$ cat src/rtl/instruction_decode_pkg.sv
`default_nettype none
// ============================================================================
//  Module      : instruction_decode_pkg
//  Description : Shared RV32I decode constants, ALU operation enum and the
//                ID/EX control bundle used by the instruction decode stage.
//  Revision    : 1.0 - initial release
// ============================================================================
package instruction_decode_pkg;

    // Major opcodes handled by the decoder
    localparam logic [6:0] c_op_rtype  = 7'b0110011;
    localparam logic [6:0] c_op_itype  = 7'b0010011;
    localparam logic [6:0] c_op_load   = 7'b0000011;
    localparam logic [6:0] c_op_store  = 7'b0100011;
    localparam logic [6:0] c_op_branch = 7'b1100011;

    // funct3 values
    localparam logic [2:0] c_f3_add_sub = 3'b000;
    localparam logic [2:0] c_f3_and     = 3'b111;
    localparam logic [2:0] c_f3_or      = 3'b110;
    localparam logic [2:0] c_f3_word    = 3'b010;
    localparam logic [2:0] c_f3_beq     = 3'b000;

    // funct7 values
    localparam logic [6:0] c_f7_base = 7'b0000000;
    localparam logic [6:0] c_f7_alt  = 7'b0100000;

    typedef enum logic [2:0] {
        ALU_ADD = 3'd0,
        ALU_SUB = 3'd1,
        ALU_AND = 3'd2,
        ALU_OR  = 3'd3
    } alu_op_e;

    typedef struct packed {
        alu_op_e alu_op;
        logic    alu_src;
        logic    mem_read;
        logic    mem_write;
        logic    reg_write;
        logic    mem_to_reg;
    } id_ex_ctrl_t;

    // All-zero control word: what a bubble carries into EX
    localparam id_ex_ctrl_t c_ctrl_bubble = '{
        alu_op:     ALU_ADD,
        alu_src:    1'b0,
        mem_read:   1'b0,
        mem_write:  1'b0,
        reg_write:  1'b0,
        mem_to_reg: 1'b0
    };

endpackage
`default_nettype wire

$ cat src/rtl/instruction_decode_if.sv
`default_nettype none
// ============================================================================
//  Module      : instruction_decode_if
//  Description : Bundle of fetch, writeback, EX/MEM and ID/EX signals seen by
//                the instruction decode stage. The slave modport is the ID
//                stage; the master modport is the surrounding pipeline.
//  Revision    : 1.0 - initial release
// ============================================================================
interface instruction_decode_if #(
    parameter int XLEN = 32
);
    import instruction_decode_pkg::*;

    // From fetch
    logic [XLEN-1:0] IF_ID_pc;
    logic [31:0]     IF_ID_inst;
    // From writeback
    logic            wb_reg_write;
    logic [4:0]      wb_rd;
    logic [XLEN-1:0] wb_data;
    // From EX/MEM
    logic            ex_mem_reg_write;
    logic            ex_mem_mem_read;
    logic [4:0]      ex_mem_rd;
    logic [XLEN-1:0] ex_mem_alu_result;
    // To fetch
    logic            pc_write;
    logic            IF_ID_write;
    logic            branch;
    logic            br_eq;
    logic            pc_src;
    logic            IF_flush;
    logic [XLEN-1:0] pc_branch;
    // ID/EX register
    logic [XLEN-1:0] ID_EX_pc;
    logic [XLEN-1:0] ID_EX_rs1_data;
    logic [XLEN-1:0] ID_EX_rs2_data;
    logic [XLEN-1:0] ID_EX_imm;
    logic [4:0]      ID_EX_rs1;
    logic [4:0]      ID_EX_rs2;
    logic [4:0]      ID_EX_rd;
    alu_op_e         ID_EX_alu_op;
    logic            ID_EX_alu_src;
    logic            ID_EX_mem_read;
    logic            ID_EX_mem_write;
    logic            ID_EX_reg_write;
    logic            ID_EX_mem_to_reg;

    modport master (
        output IF_ID_pc, IF_ID_inst,
        output wb_reg_write, wb_rd, wb_data,
        output ex_mem_reg_write, ex_mem_mem_read, ex_mem_rd, ex_mem_alu_result,
        input  pc_write, IF_ID_write, branch, br_eq, pc_src, IF_flush, pc_branch,
        input  ID_EX_pc, ID_EX_rs1_data, ID_EX_rs2_data, ID_EX_imm,
        input  ID_EX_rs1, ID_EX_rs2, ID_EX_rd, ID_EX_alu_op,
        input  ID_EX_alu_src, ID_EX_mem_read, ID_EX_mem_write,
        input  ID_EX_reg_write, ID_EX_mem_to_reg
    );

    modport slave (
        input  IF_ID_pc, IF_ID_inst,
        input  wb_reg_write, wb_rd, wb_data,
        input  ex_mem_reg_write, ex_mem_mem_read, ex_mem_rd, ex_mem_alu_result,
        output pc_write, IF_ID_write, branch, br_eq, pc_src, IF_flush, pc_branch,
        output ID_EX_pc, ID_EX_rs1_data, ID_EX_rs2_data, ID_EX_imm,
        output ID_EX_rs1, ID_EX_rs2, ID_EX_rd, ID_EX_alu_op,
        output ID_EX_alu_src, ID_EX_mem_read, ID_EX_mem_write,
        output ID_EX_reg_write, ID_EX_mem_to_reg
    );

endinterface
`default_nettype wire

$ cat src/rtl/instruction_decode_register_file.sv
`default_nettype none
// ============================================================================
//  Module      : register_file
//  Description : 2-read / 1-write architectural register file. x0 always
//                reads zero; a same-cycle writeback to the addressed register
//                is bypassed to the read port.
//  Revision    : 1.0 - initial release
// ============================================================================
module register_file #(
    parameter int XLEN = 32,
    parameter int NREG = 32,
    parameter int AW   = $clog2(NREG)
) (
    input  wire logic            clk,
    input  wire logic            reset_n,
    input  wire logic            we_i,
    input  wire logic [AW-1:0]   waddr_i,
    input  wire logic [XLEN-1:0] wdata_i,
    input  wire logic [AW-1:0]   raddr1_i,
    input  wire logic [AW-1:0]   raddr2_i,
    output logic      [XLEN-1:0] rdata1_o,
    output logic      [XLEN-1:0] rdata2_o
);

    logic [XLEN-1:0] regs_q [NREG];

    // Storage: whole array cleared by reset, x0 never written
    always_ff @(posedge clk or negedge reset_n) begin
        if (!reset_n) begin
            for (int i = 0; i < NREG; i++) begin
                regs_q[i] <= '0;
            end
        end else if (we_i && (waddr_i != '0)) begin
            regs_q[waddr_i] <= wdata_i;
        end
    end

    // Read port 1 with x0 masking and writeback bypass
    always_comb begin
        rdata1_o = regs_q[raddr1_i];
        if (raddr1_i == '0) begin
            rdata1_o = '0;
        end else if (we_i && (waddr_i == raddr1_i)) begin
            rdata1_o = wdata_i;
        end
    end

    // Read port 2 with x0 masking and writeback bypass
    always_comb begin
        rdata2_o = regs_q[raddr2_i];
        if (raddr2_i == '0) begin
            rdata2_o = '0;
        end else if (we_i && (waddr_i == raddr2_i)) begin
            rdata2_o = wdata_i;
        end
    end

endmodule
`default_nettype wire

$ cat src/rtl/instruction_decode.sv
`default_nettype none
// ============================================================================
//  Module      : instruction_decode
//  Description : ID stage of a 5-stage RV32I pipeline. Decodes the fetched
//                instruction, reads the register file, detects load-use and
//                branch hazards, resolves beq and loads the ID/EX register.
//  Revision    : 1.0 - initial release
// ============================================================================
module instruction_decode
    import instruction_decode_pkg::*;
#(
    parameter int XLEN = 32,
    parameter int NREG = 32
) (
    input  wire logic           clk,
    input  wire logic           reset_n,
    instruction_decode_if.slave bus
);

    // Instruction fields
    logic [6:0] w_opcode;
    logic [4:0] w_rd;
    logic [2:0] w_funct3;
    logic [4:0] w_rs1;
    logic [4:0] w_rs2;
    logic [6:0] w_funct7;

    assign w_opcode = bus.IF_ID_inst[6:0];
    assign w_rd     = bus.IF_ID_inst[11:7];
    assign w_funct3 = bus.IF_ID_inst[14:12];
    assign w_rs1    = bus.IF_ID_inst[19:15];
    assign w_rs2    = bus.IF_ID_inst[24:20];
    assign w_funct7 = bus.IF_ID_inst[31:25];

    // Sign-extended immediates
    logic [XLEN-1:0] w_imm_i;
    logic [XLEN-1:0] w_imm_s;
    logic [XLEN-1:0] w_imm_b;

    assign w_imm_i = {{(XLEN-12){bus.IF_ID_inst[31]}}, bus.IF_ID_inst[31:20]};
    assign w_imm_s = {{(XLEN-12){bus.IF_ID_inst[31]}}, bus.IF_ID_inst[31:25],
                      bus.IF_ID_inst[11:7]};
    assign w_imm_b = {{(XLEN-13){bus.IF_ID_inst[31]}}, bus.IF_ID_inst[31],
                      bus.IF_ID_inst[7], bus.IF_ID_inst[30:25],
                      bus.IF_ID_inst[11:8], 1'b0};

    // Decoder outputs
    id_ex_ctrl_t     w_ctrl;
    logic            w_branch;
    logic            w_uses_rs2;
    logic [XLEN-1:0] w_imm;

    // ID/EX register state
    logic [XLEN-1:0] pc_q,  pc_d;
    logic [XLEN-1:0] rs1_data_q, rs1_data_d;
    logic [XLEN-1:0] rs2_data_q, rs2_data_d;
    logic [XLEN-1:0] imm_q, imm_d;
    logic [4:0]      rs1_q, rs1_d;
    logic [4:0]      rs2_q, rs2_d;
    logic [4:0]      rd_q,  rd_d;
    id_ex_ctrl_t     ctrl_q, ctrl_d;

    // Register file read data
    logic [XLEN-1:0] w_rs1_data;
    logic [XLEN-1:0] w_rs2_data;

    // Hazard / branch signals
    logic            w_load_use;
    logic            w_br_hit1;
    logic            w_br_hit2;
    logic            w_br_hazard;
    logic            w_stall;
    logic            w_issue;
    logic [XLEN-1:0] w_cmp_op1;
    logic [XLEN-1:0] w_cmp_op2;
    logic            w_br_eq;
    logic            w_pc_src;

    // Control decode; anything unrecognised leaves the bubble defaults
    always_comb begin
        w_ctrl     = c_ctrl_bubble;
        w_branch   = 1'b0;
        w_uses_rs2 = 1'b0;
        w_imm      = '0;
        case (w_opcode)
            c_op_rtype: begin
                w_uses_rs2 = 1'b1;
                if (w_funct3 == c_f3_add_sub && w_funct7 == c_f7_base) begin
                    w_ctrl.reg_write = 1'b1;
                    w_ctrl.alu_op    = ALU_ADD;
                end else if (w_funct3 == c_f3_add_sub && w_funct7 == c_f7_alt) begin
                    w_ctrl.reg_write = 1'b1;
                    w_ctrl.alu_op    = ALU_SUB;
                end else if (w_funct3 == c_f3_and && w_funct7 == c_f7_base) begin
                    w_ctrl.reg_write = 1'b1;
                    w_ctrl.alu_op    = ALU_AND;
                end else if (w_funct3 == c_f3_or && w_funct7 == c_f7_base) begin
                    w_ctrl.reg_write = 1'b1;
                    w_ctrl.alu_op    = ALU_OR;
                end
            end
            c_op_itype: begin
                if (w_funct3 == c_f3_add_sub) begin
                    w_ctrl.reg_write = 1'b1;
                    w_ctrl.alu_src   = 1'b1;
                    w_imm            = w_imm_i;
                end
            end
            c_op_load: begin
                if (w_funct3 == c_f3_word) begin
                    w_ctrl.mem_read   = 1'b1;
                    w_ctrl.reg_write  = 1'b1;
                    w_ctrl.mem_to_reg = 1'b1;
                    w_ctrl.alu_src    = 1'b1;
                    w_imm             = w_imm_i;
                end
            end
            c_op_store: begin
                w_uses_rs2 = 1'b1;
                if (w_funct3 == c_f3_word) begin
                    w_ctrl.mem_write = 1'b1;
                    w_ctrl.alu_src   = 1'b1;
                    w_imm            = w_imm_s;
                end
            end
            c_op_branch: begin
                w_uses_rs2 = 1'b1;
                if (w_funct3 == c_f3_beq) begin
                    w_branch = 1'b1;
                end
            end
            default: ;
        endcase
    end

    register_file #(
        .XLEN (XLEN),
        .NREG (NREG)
    ) u_register_file (
        .clk      (clk),
        .reset_n  (reset_n),
        .we_i     (bus.wb_reg_write),
        .waddr_i  (bus.wb_rd),
        .wdata_i  (bus.wb_data),
        .raddr1_i (w_rs1),
        .raddr2_i (w_rs2),
        .rdata1_o (w_rs1_data),
        .rdata2_o (w_rs2_data)
    );

    // Hazard detection: load-use against ID/EX, branch sources against EX and EX/MEM
    always_comb begin
        w_load_use  = ctrl_q.mem_read && (rd_q != 5'd0) &&
                      ((rd_q == w_rs1) || (w_uses_rs2 && (rd_q == w_rs2)));
        w_br_hit1   = (w_rs1 != 5'd0) &&
                      ((ctrl_q.reg_write && (rd_q == w_rs1)) ||
                       (bus.ex_mem_mem_read && (bus.ex_mem_rd == w_rs1)));
        w_br_hit2   = (w_rs2 != 5'd0) &&
                      ((ctrl_q.reg_write && (rd_q == w_rs2)) ||
                       (bus.ex_mem_mem_read && (bus.ex_mem_rd == w_rs2)));
        w_br_hazard = w_branch && (w_br_hit1 || w_br_hit2);
        w_stall     = w_load_use || w_br_hazard;
    end

    // Branch compare with EX/MEM ALU-result forwarding
    always_comb begin
        w_cmp_op1 = w_rs1_data;
        w_cmp_op2 = w_rs2_data;
        if (bus.ex_mem_reg_write && !bus.ex_mem_mem_read &&
            (bus.ex_mem_rd == w_rs1) && (w_rs1 != 5'd0)) begin
            w_cmp_op1 = bus.ex_mem_alu_result;
        end
        if (bus.ex_mem_reg_write && !bus.ex_mem_mem_read &&
            (bus.ex_mem_rd == w_rs2) && (w_rs2 != 5'd0)) begin
            w_cmp_op2 = bus.ex_mem_alu_result;
        end
        w_br_eq  = (w_cmp_op1 == w_cmp_op2);
        w_pc_src = w_branch && w_br_eq && !w_stall;
    end

    // beq and illegal encodings carry no work into EX, nor does a stalled cycle
    assign w_issue = (w_ctrl.reg_write || w_ctrl.mem_write) && !w_stall;

    // ID/EX next state: decoded fields, or an all-zero bubble
    always_comb begin
        pc_d       = '0;
        rs1_data_d = '0;
        rs2_data_d = '0;
        imm_d      = '0;
        rs1_d      = '0;
        rs2_d      = '0;
        rd_d       = '0;
        ctrl_d     = c_ctrl_bubble;
        if (w_issue) begin
            pc_d       = bus.IF_ID_pc;
            rs1_data_d = w_rs1_data;
            rs1_d      = w_rs1;
            imm_d      = w_imm;
            ctrl_d     = w_ctrl;
            rd_d       = w_ctrl.reg_write ? w_rd : 5'd0;
            if (w_uses_rs2) begin
                rs2_data_d = w_rs2_data;
                rs2_d      = w_rs2;
            end
        end
    end

    // ID/EX pipeline register, reloaded every cycle
    always_ff @(posedge clk or negedge reset_n) begin
        if (!reset_n) begin
            pc_q       <= '0;
            rs1_data_q <= '0;
            rs2_data_q <= '0;
            imm_q      <= '0;
            rs1_q      <= '0;
            rs2_q      <= '0;
            rd_q       <= '0;
            ctrl_q     <= c_ctrl_bubble;
        end else begin
            pc_q       <= pc_d;
            rs1_data_q <= rs1_data_d;
            rs2_data_q <= rs2_data_d;
            imm_q      <= imm_d;
            rs1_q      <= rs1_d;
            rs2_q      <= rs2_d;
            rd_q       <= rd_d;
            ctrl_q     <= ctrl_d;
        end
    end

    // Fetch control
    assign bus.pc_write    = !w_stall;
    assign bus.IF_ID_write = !w_stall;
    assign bus.branch      = w_branch;
    assign bus.br_eq       = w_br_eq;
    assign bus.pc_src      = w_pc_src;
    assign bus.IF_flush    = w_pc_src;
    assign bus.pc_branch   = bus.IF_ID_pc + w_imm_b;

    // ID/EX outputs
    assign bus.ID_EX_pc         = pc_q;
    assign bus.ID_EX_rs1_data   = rs1_data_q;
    assign bus.ID_EX_rs2_data   = rs2_data_q;
    assign bus.ID_EX_imm        = imm_q;
    assign bus.ID_EX_rs1        = rs1_q;
    assign bus.ID_EX_rs2        = rs2_q;
    assign bus.ID_EX_rd         = rd_q;
    assign bus.ID_EX_alu_op     = ctrl_q.alu_op;
    assign bus.ID_EX_alu_src    = ctrl_q.alu_src;
    assign bus.ID_EX_mem_read   = ctrl_q.mem_read;
    assign bus.ID_EX_mem_write  = ctrl_q.mem_write;
    assign bus.ID_EX_reg_write  = ctrl_q.reg_write;
    assign bus.ID_EX_mem_to_reg = ctrl_q.mem_to_reg;

endmodule
`default_nettype wire

$ cat src/flat_wrapper.sv
// flat-port wrapper written by rule: the top's interface ports become plain ports
module instruction_decode_flat import instruction_decode_pkg::*;
#(
    parameter int XLEN = 32,
    parameter int NREG = 32
)
  (clk, reset_n, bus_IF_ID_pc, bus_IF_ID_inst, bus_wb_reg_write, bus_wb_rd, bus_wb_data, bus_ex_mem_reg_write, bus_ex_mem_mem_read, bus_ex_mem_rd, bus_ex_mem_alu_result, bus_pc_write, bus_IF_ID_write, bus_branch, bus_br_eq, bus_pc_src, bus_IF_flush, bus_pc_branch, bus_ID_EX_pc, bus_ID_EX_rs1_data, bus_ID_EX_rs2_data, bus_ID_EX_imm, bus_ID_EX_rs1, bus_ID_EX_rs2, bus_ID_EX_rd, bus_ID_EX_alu_op, bus_ID_EX_alu_src, bus_ID_EX_mem_read, bus_ID_EX_mem_write, bus_ID_EX_reg_write, bus_ID_EX_mem_to_reg);
  instruction_decode_if #(.XLEN(XLEN)) bus_i ();
  input  wire logic clk;
  input  wire logic reset_n;
  input wire logic [$bits(bus_i.IF_ID_pc)-1:0] bus_IF_ID_pc;
  input wire logic [$bits(bus_i.IF_ID_inst)-1:0] bus_IF_ID_inst;
  input wire logic [$bits(bus_i.wb_reg_write)-1:0] bus_wb_reg_write;
  input wire logic [$bits(bus_i.wb_rd)-1:0] bus_wb_rd;
  input wire logic [$bits(bus_i.wb_data)-1:0] bus_wb_data;
  input wire logic [$bits(bus_i.ex_mem_reg_write)-1:0] bus_ex_mem_reg_write;
  input wire logic [$bits(bus_i.ex_mem_mem_read)-1:0] bus_ex_mem_mem_read;
  input wire logic [$bits(bus_i.ex_mem_rd)-1:0] bus_ex_mem_rd;
  input wire logic [$bits(bus_i.ex_mem_alu_result)-1:0] bus_ex_mem_alu_result;
  output wire logic [$bits(bus_i.pc_write)-1:0] bus_pc_write;
  output wire logic [$bits(bus_i.IF_ID_write)-1:0] bus_IF_ID_write;
  output wire logic [$bits(bus_i.branch)-1:0] bus_branch;
  output wire logic [$bits(bus_i.br_eq)-1:0] bus_br_eq;
  output wire logic [$bits(bus_i.pc_src)-1:0] bus_pc_src;
  output wire logic [$bits(bus_i.IF_flush)-1:0] bus_IF_flush;
  output wire logic [$bits(bus_i.pc_branch)-1:0] bus_pc_branch;
  output wire logic [$bits(bus_i.ID_EX_pc)-1:0] bus_ID_EX_pc;
  output wire logic [$bits(bus_i.ID_EX_rs1_data)-1:0] bus_ID_EX_rs1_data;
  output wire logic [$bits(bus_i.ID_EX_rs2_data)-1:0] bus_ID_EX_rs2_data;
  output wire logic [$bits(bus_i.ID_EX_imm)-1:0] bus_ID_EX_imm;
  output wire logic [$bits(bus_i.ID_EX_rs1)-1:0] bus_ID_EX_rs1;
  output wire logic [$bits(bus_i.ID_EX_rs2)-1:0] bus_ID_EX_rs2;
  output wire logic [$bits(bus_i.ID_EX_rd)-1:0] bus_ID_EX_rd;
  output wire logic [$bits(bus_i.ID_EX_alu_op)-1:0] bus_ID_EX_alu_op;
  output wire logic [$bits(bus_i.ID_EX_alu_src)-1:0] bus_ID_EX_alu_src;
  output wire logic [$bits(bus_i.ID_EX_mem_read)-1:0] bus_ID_EX_mem_read;
  output wire logic [$bits(bus_i.ID_EX_mem_write)-1:0] bus_ID_EX_mem_write;
  output wire logic [$bits(bus_i.ID_EX_reg_write)-1:0] bus_ID_EX_reg_write;
  output wire logic [$bits(bus_i.ID_EX_mem_to_reg)-1:0] bus_ID_EX_mem_to_reg;
  assign bus_i.IF_ID_pc = bus_IF_ID_pc;
  assign bus_i.IF_ID_inst = bus_IF_ID_inst;
  assign bus_i.wb_reg_write = bus_wb_reg_write;
  assign bus_i.wb_rd = bus_wb_rd;
  assign bus_i.wb_data = bus_wb_data;
  assign bus_i.ex_mem_reg_write = bus_ex_mem_reg_write;
  assign bus_i.ex_mem_mem_read = bus_ex_mem_mem_read;
  assign bus_i.ex_mem_rd = bus_ex_mem_rd;
  assign bus_i.ex_mem_alu_result = bus_ex_mem_alu_result;
  assign bus_pc_write = bus_i.pc_write;
  assign bus_IF_ID_write = bus_i.IF_ID_write;
  assign bus_branch = bus_i.branch;
  assign bus_br_eq = bus_i.br_eq;
  assign bus_pc_src = bus_i.pc_src;
  assign bus_IF_flush = bus_i.IF_flush;
  assign bus_pc_branch = bus_i.pc_branch;
  assign bus_ID_EX_pc = bus_i.ID_EX_pc;
  assign bus_ID_EX_rs1_data = bus_i.ID_EX_rs1_data;
  assign bus_ID_EX_rs2_data = bus_i.ID_EX_rs2_data;
  assign bus_ID_EX_imm = bus_i.ID_EX_imm;
  assign bus_ID_EX_rs1 = bus_i.ID_EX_rs1;
  assign bus_ID_EX_rs2 = bus_i.ID_EX_rs2;
  assign bus_ID_EX_rd = bus_i.ID_EX_rd;
  assign bus_ID_EX_alu_op = bus_i.ID_EX_alu_op;
  assign bus_ID_EX_alu_src = bus_i.ID_EX_alu_src;
  assign bus_ID_EX_mem_read = bus_i.ID_EX_mem_read;
  assign bus_ID_EX_mem_write = bus_i.ID_EX_mem_write;
  assign bus_ID_EX_reg_write = bus_i.ID_EX_reg_write;
  assign bus_ID_EX_mem_to_reg = bus_i.ID_EX_mem_to_reg;
  instruction_decode #(.XLEN(XLEN), .NREG(NREG)) u_core (.clk(clk), .reset_n(reset_n), .bus(bus_i));
endmodule
$ cat config.mk
export PLATFORM = sky130hd
export DESIGN_NAME = instruction_decode_flat
export DESIGN_NICKNAME = d
export VERILOG_FILES = /design/src/rtl/instruction_decode_pkg.sv /design/src/rtl/instruction_decode_if.sv /design/src/rtl/instruction_decode_register_file.sv /design/src/rtl/instruction_decode.sv /design/src/flat_wrapper.sv
export SDC_FILE = /design/constraint.sdc
export NUM_CORES = 2
export LEC_CHECK = 0
export BUFFER_PORTS_ARGS = -buffer_cell sky130_fd_sc_hd__buf_4
export CAP_MARGIN = 20
export CORE_ASPECT_RATIO = 2
export CORE_MARGIN = 3
export CORE_UTILIZATION = 43
export CTS_CLUSTER_DIAMETER = 30
export DETAILED_ROUTE_END_ITERATION = 16
export PLACE_DENSITY = 0.59
export SLEW_MARGIN = 10
export SYNTH_ARGS = -nofsm -noshare
export SYNTH_HDL_FRONTEND = slang
export SYNTH_SLANG_ARGS = --single-unit
$ cat constraint.sdc
create_clock -name clk -period 7 [get_ports clk]
set_clock_uncertainty 0.1 [all_clocks]
set_input_delay 0.35 -clock clk [delete_from_list [all_inputs] [get_ports clk]]
set_output_delay 0.35 -clock clk [all_outputs]
set_load 0.02 [all_outputs]
Word level (Yosys, flattened, before mapping)
Index checks and enable logic that the tools add are counted.
- bits in read-only memories: 0
- memories kept: 0
- input bits: 143
- output and inout bits: 189
- latch bits: 0
- register bits after elaboration: 1175
- memory bits (writable): 0
- word-level logic and storage cells: 160
- multiplexer cells: 48
- $mul: 0
- div/mod/pow operators: 0
- shift operators: 0
- equal/unequal tests: 16
- $add $sub $neg: 1
- magnitude comparators: 4
- reduce and logical (&&, ||, !) cells: 43
- bitwise logic cells: 3
- operator list (cell ; number):
    $bwmux 1024 ; 1
    $mux 32 ; 19
    $bmux 32 s5 ; 2
    $demux 32 s5 ; 1
    $pmux 32 s3 ; 1
    $add 32x32->32 ; 1
    $eq 32x32->1 ; 1
    $eq 5x5->1 ; 6
    $logic_and 1x1->1 ; 26
    $mux 5 ; 5
    $eq 7x6->1 const B ; 3
    $reduce_bool 5->1 ; 4
    $ge 6x6->1 const B ; 3
    $not 5->6 ; 3
    $logic_not 5->1 ; 2
    $mux 1 ; 10
    $mux 3 ; 3
    $mux 8 ; 1
    $eq 7x2->1 const B ; 1
    $eq 7x5->1 const B ; 1
    $eq 7x7->1 const B ; 1
    $logic_not 7->1 ; 1
    $eq 3x3->1 const B ; 2
    $logic_or 1x1->1 ; 6
    7 further kinds ; 11

Depth between registers and ports, before layout
- depth after elaboration: 10
- depth in mapped cells: 18

Modules after synthesis
From an unflattened synthesis, not the netlist that was laid out.
- cells, all modules: 4775
- area total of the unflattened synthesis: 63557.2 um^2
- modules (own cells, without submodules) (module ; instances ; area each (um^2) ; sequential area each (um^2) ; cells an instance):
    register_file ; 1 ; 55169.2 ; 25624.6 ; 3866
    instruction_decode ; 1 ; 8388.0 ; 3228.1 ; 909

Worst setup path after synthesis
OpenSTA, ideal clock, no wires.
- path type: input to output
- from: in bus_IF_ID_inst[15]
- to: out bus_pc_src
- slack: 2.801 ns
- required time: 6.550 ns
- cell stages on the path: 16
- arrival time: 3.749 ns
- path through: buf_4 -> buf_12 -> buf_12 -> buf_8 -> buf_4 -> mux4_2 -> a22oi_1 -> a21oi_1 -> o22a_1 -> a22oi_1 -> xnor2_1 -> o21ai_0 -> nor4_2 -> nand4_1 -> nor4_2 -> buf_4
- word-level cells in the longest chain between the ends: 10
- elaborated cells on any way between the ends: 28
- those cells by class: 4 x eq/ne; 6 x mux; 1 x bitwise; 17 x reduce/logical
- RTL lines (element ; line ; source):
    start, declared ; flat_wrapper.sv:12 ; input wire logic [$bits(bus_i.IF_ID_inst)-1:0] bus_IF_ID_inst;
    $not 5->6 (not written as such) ; instruction_decode_register_file.sv:40 ; rdata1_o = regs_q[raddr1_i];
    $bmux 32 s5 ; instruction_decode_register_file.sv:40 ;
    $mux 32 (not written as such) (2 in a row) ; instruction_decode_register_file.sv:40 ;
    $mux 32 ; instruction_decode_register_file.sv:43 ; end else if (we_i && (waddr_i == raddr1_i)) begin
    $mux 32 ; instruction_decode_register_file.sv:41 ; if (raddr1_i == '0) begin
    $mux 32 ; instruction_decode.sv:169 ; if (bus.ex_mem_reg_write && !bus.ex_mem_mem_read &&
    $eq 32x32->1 ; instruction_decode.sv:177 ; w_br_eq = (w_cmp_op1 == w_cmp_op2);
    $logic_and 1x1->1 ; instruction_decode.sv:178 ; w_pc_src = w_branch && w_br_eq && !w_stall;
    $logic_and 1x1->1 * ; instruction_decode.sv:178 ;
    end, declared ; flat_wrapper.sv:24 ; output wire logic [$bits(bus_i.pc_src)-1:0] bus_pc_src;
Every way passes the cells marked *; elsewhere a longest branch is shown, timed or not. The select of a mux whose other input is x is not followed.

Worst setup path after layout
- from: in bus_IF_ID_inst[23]
- to: out bus_IF_flush
- word-level cells in the longest chain between the ends: 10
- elaborated cells on any way between the ends: 29
- those cells by class: 4 x eq/ne; 6 x mux; 1 x bitwise; 18 x reduce/logical
- RTL lines (element ; line ; source):
    $not 5->6 (not written as such) ; instruction_decode_register_file.sv:50 ; rdata2_o = regs_q[raddr2_i];
    $bmux 32 s5 ; instruction_decode_register_file.sv:50 ;
    $mux 32 (not written as such) (2 in a row) ; instruction_decode_register_file.sv:50 ;
    $mux 32 ; instruction_decode_register_file.sv:53 ; end else if (we_i && (waddr_i == raddr2_i)) begin
    $mux 32 ; instruction_decode_register_file.sv:51 ; if (raddr2_i == '0) begin
    $mux 32 ; instruction_decode.sv:173 ; if (bus.ex_mem_reg_write && !bus.ex_mem_mem_read &&
    $eq 32x32->1 ; instruction_decode.sv:177 ;
    $logic_and 1x1->1 ; instruction_decode.sv:178 ;
    $logic_and 1x1->1 * ; instruction_decode.sv:178 ;
    end, declared ; flat_wrapper.sv:25 ; output wire logic [$bits(bus_i.IF_flush)-1:0] bus_IF_flush;
Marked as above.

==> flow_metrics.py <==
metrics = {
    "status": {
        "status": "completed",
    },
    "timing": {
        "final.period_utilization": 0.868,
        "fin_crit_ns": 6.08,
        "timing.fmax_mhz": 165,
        "relSlewSlack": 0.201,
        "hold_viol": 0,
        "slew_at_the_pin_with_the_worst_max_slew_slack_ns": 1.20,
        "fin_worst_hold_slack_ns": 0.0234,
        "timing.final.setup_violations": 0,
        "totalNegativeSetupSlack_ns": 0,
        "timing_max_transition_violations_final": 0,
        "rsz_0062_raised_after_global_routing": "false",
    },
    "clock_tree": {
        "cts_root_buffer": "sky130_fd_sc_hd__clkbuf_16",
        "number_of_clock_buffers_inserted_by_tritoncts": 158,
        "tritoncts": "yes",
        "cts.clk_slew.worst_paths_ns": 0.06,
        "post_cts_hold_buffer_count": 75,
        "cts.htree.levels": 4,
        "clk_latency_ns": 0.81,
        "cts_resized": 0,
        "cts_sinks": 1153,
        "clock_tree_buffer_depth": 4,
        "cts_post_setup_buffers_inserted": 0,
    },
    "synthesis": {
        "synth-edff-count": 0,
        "synth_commonest_cells": "sky130_fd_sc_hd__dfrtp_1 (1153), sky130_fd_sc_hd__mux2_2 (1042), sky130_fd_sc_hd__mux4_2 (428), sky130_fd_sc_hd__clkbuf_1 (246), sky130_fd_sc_hd__nand2_1 (164)",
        "postSynth.asyncResetShare": 1.00,
        "syn_area_sq_um": 63500,
        "synth_warnings": 0,
        "most_used_standard_cell_by_instance_count_after_synthesis": "sky130_fd_sc_hd__dfrtp_1",
        "post_synth_num_cell_types": 94,
        "synthesis.instances": 4610,
        "syn_nets": 4784,
        "synth.ff_latch_count": 1153,
        "share_of_synthesized_area_occupied_by_flip_flops_and_latches": 0.454,
        "synth_top_area_share": 0.454,
        "cell_types_with_the_largest_area_share_after_synthesis": "sky130_fd_sc_hd__dfrtp_1 (45%), sky130_fd_sc_hd__mux2_2 (18%), sky130_fd_sc_hd__mux4_2 (15%)",
        "yosys_most_used_dff": "sky130_fd_sc_hd__dfrtp_1",
        "synth_area_per_cell_sq_um": 13.8,
        "synth_top_area_cell": "sky130_fd_sc_hd__dfrtp_1",
    },
    "global_routing": {
        "via_count_of_the_first_global_routing_pass": 47768,
        "grt_start_max_net_pins": 173,
        "grt_first_pass_wirelength_um": 364000,
        "grt_antenna_before_repair": 22,
        "grt_usage": 0.336,
        "global_route.overflow_total": 0,
    },
    "die": {
        "dieHeight_um": 550,
        "chipWidth_um": 278,
        "rows": 198,
        "design.core.area_sq_um": 146000,
        "io-pin-count": 332,
        "initial_core_util": 0.435,
        "die_area_sq_um": 153000,
    },
    "final_layout": {
        "fill_cells": 12671,
        "layout.cell_area.non_filler_sq_um": 73400,
        "layout.nets": 5023,
        "flow.area_growth_from_synthesis_pct": 15.5,
        "final_layout_size_suffix_gt1_frac": 0.466,
        "post_layout_nonfiller_instances": 6883,
    },
    "routing": {
        "drt-pass1-iter-count": 6,
        "route.detailed.drc": 0,
        "routed_via_density": 6.67,
        "drt-total-wl_um": 258000,
        "routed-via-count": 45937,
        "post_drt_wl_per_cell_um": 37.5,
        "drtAntennaViolNets": 0,
        "drt_iter0_markers": 4148,
    },
    "min_path": {
        "worstHoldPathType": "input port to asynchronous set/reset pin",
    },
    "pwr": {
        "combPwrFrac": 0.214,
        "power_frac_seq": 0.407,
        "power.clock.fraction": 0.379,
        "power_density_nw_per_um2": 291,
        "worst_vdd_ir_mv": 0.202,
        "total_leakage_power_nw": 32.2,
        "intPower_mw": 15.0,
        "power.switching_mw": 6.34,
        "share_of_total_power_consumed_by_net_switching": 0.297,
    },
    "critical_path": {
        "critPathMaxFanout": 21,
        "worst_ep_required_time_ns": 6.55,
        "endpoint_kind": "primary output",
        "criticalPathCategory": "input port to primary output",
        "cp_data_arrival_time_ns": 5.63,
        "critPathLaunchType": "input port",
    },
    "run": {
        "drv.max_cap_violation_count": 0,
    },
    "placed_design": {
        "io_port_bufs": 330,
        "placed_cells_incl_taps": 6513,
        "globalplace.congestion": 0.983,
        "dpl-instance-area_sq_um": 67400,
        "post-dp-hpwl_um": 174000,
    },
}
[placed cells by master, fill, tap and decap left out, types with 57 or more instances in the layout]
cell	netlist	routed
sky130_fd_sc_hd__mux4_2	428	428
sky130_fd_sc_hd__nand2_1	164	149
sky130_fd_sc_hd__o21ai_0	68	68
sky130_fd_sc_hd__dlygate4sd3_1	0	75
sky130_fd_sc_hd__a21oi_1	110	109
sky130_fd_sc_hd__o22ai_1	67	67
sky130_fd_sc_hd__buf_4	47	463
sky130_fd_sc_hd__nor2_1	155	137
sky130_fd_sc_hd__clkbuf_16	0	161
sky130_fd_sc_hd__mux2i_1	147	147
sky130_fd_sc_hd__and2_1	57	57
sky130_fd_sc_hd__mux2_2	1042	1042
sky130_fd_sc_hd__dfrtp_1	1153	1153
sky130_fd_sc_hd__a22oi_1	88	88
[logic make-up after synthesis]
family / count (synthesis) / synth area share
adders and majority gates: 31 / 0.00622
DFF: 1153 / 0.454
and+or+nand+nor: 625 / 0.0494
AOI/OAI and AO/OA: 559 / 0.0610
xor gates and xnor gates: 81 / 0.0112
muxes: 1653 / 0.374
other: 1 / 0.0000590
buffers and inverters: 507 / 0.0438
[final cells by class]
class	count	area [sq um]	area share
multi-input cells	2950	32100	0.438
inverters	23	88.8	0.00121
diodes	19	47.5	0.000648
clock buffers	191	4300	0.0586
clock inverters	84	917	0.0125
well taps	1900	2380	0.0324
repair buffers	563	4660	0.0635
flip-flops and latches	1153	28900	0.393
[layer usage]
| metal | global-route usage | share of wire |
|---|---|---|
| met4 | 0.289 | 0.10 |
| met1 | 0.362 | 0.33 |
| met3 | 0.0762 | 0.080 |
| met2 | 0.557 | 0.48 |
| met5 | 0 | 0.00025 |
[critical path, stage by stage]
cell and delay, ns:
sky130_fd_sc_hd__dlygate4sd3_1 0.55, sky130_fd_sc_hd__buf_4 0.27, sky130_fd_sc_hd__inv_1 0.60, sky130_fd_sc_hd__nand2_1 0.53
sky130_fd_sc_hd__o22ai_1 0.56, sky130_fd_sc_hd__a2111oi_0 0.18, sky130_fd_sc_hd__a311oi_2 0.66, sky130_fd_sc_hd__xor2_1 0.13
sky130_fd_sc_hd__o21ai_0 0.23, sky130_fd_sc_hd__a21oi_1 0.11, sky130_fd_sc_hd__nor4_1 0.29, sky130_fd_sc_hd__nand4_1 0.19
sky130_fd_sc_hd__nor4_2 0.49, sky130_fd_sc_hd__buf_4 0.26, sky130_fd_sc_hd__buf_4 0.16
[sequential cells by signal, summed over array words and instances, names as in the netlist]
| name | count |
|---|---|
| u_core.bus.ID_EX_pc | 32 |
| u_core.bus.ID_EX_alu_src | 1 |
| u_core.bus.ID_EX_rs2_data | 32 |
| u_core.bus.ID_EX_rs1_data | 32 |
| u_core.u_register_file.regs_q | 1024 |
| u_core.bus.ID_EX_alu_op | 2 |
| u_core.bus.ID_EX_reg_write | 1 |
| u_core.bus.ID_EX_imm | 12 |
| u_core.bus.ID_EX_rd | 5 |
| u_core.bus.ID_EX_mem_read | 1 |
| u_core.bus.ID_EX_rs2 | 5 |
| u_core.bus.ID_EX_mem_write | 1 |
| u_core.bus.ID_EX_rs1 | 5 |
[power by group through the flow]
stage	Combinational, mW	Clock [mW]	Sequential [mW]
floorplan	3.13	0	8.41
global placement	4.41	0	8.68
finish	4.57	8.09	8.68
detailed placement	4.48	0	8.76
CTS	4.53	8.18	8.64
global route	4.80	8.44	8.80
[metrics by stage]
step / worst slack [ns] / util / power (mW)
final: 0.921 / 0.502 / 21.3
after global routing: 1.01 / 0.502 / 22.0
after CTS: 1.24 / 0.502 / 21.3
after detailed placement: 1.31 / 0.461 / 13.2
after global placement: 1.30 / 0.461 / 13.1
after floorplan: 2.80 / - / 11.5
[final timing paths]
check / to / slack, ns / cells after the start / start
worst max-delay path: bus_IF_flush / 0.92 / 15 / bus_IF_ID_inst[23]
worst min-delay path: u_core.u_register_file.regs_q[545] / 0.02 / 2 / reset_n
worst max register to register: u_core.bus.ID_EX_rs2_data[25] / 2.99 / 10 / u_core.bus.ID_EX_rd[2]
worst min register to register: u_core.u_register_file.regs_q[1006] / 0.30 / 0 / u_core.u_register_file.regs_q[1006]
max in group asynchronous: u_core.bus.ID_EX_imm[10] / 4.90 / 4 / reset_n
min in group clk: u_core.u_register_file.regs_q[150] / 0.04 / 2 / bus_wb_data[22]
(Power assumes the default switching activity.)
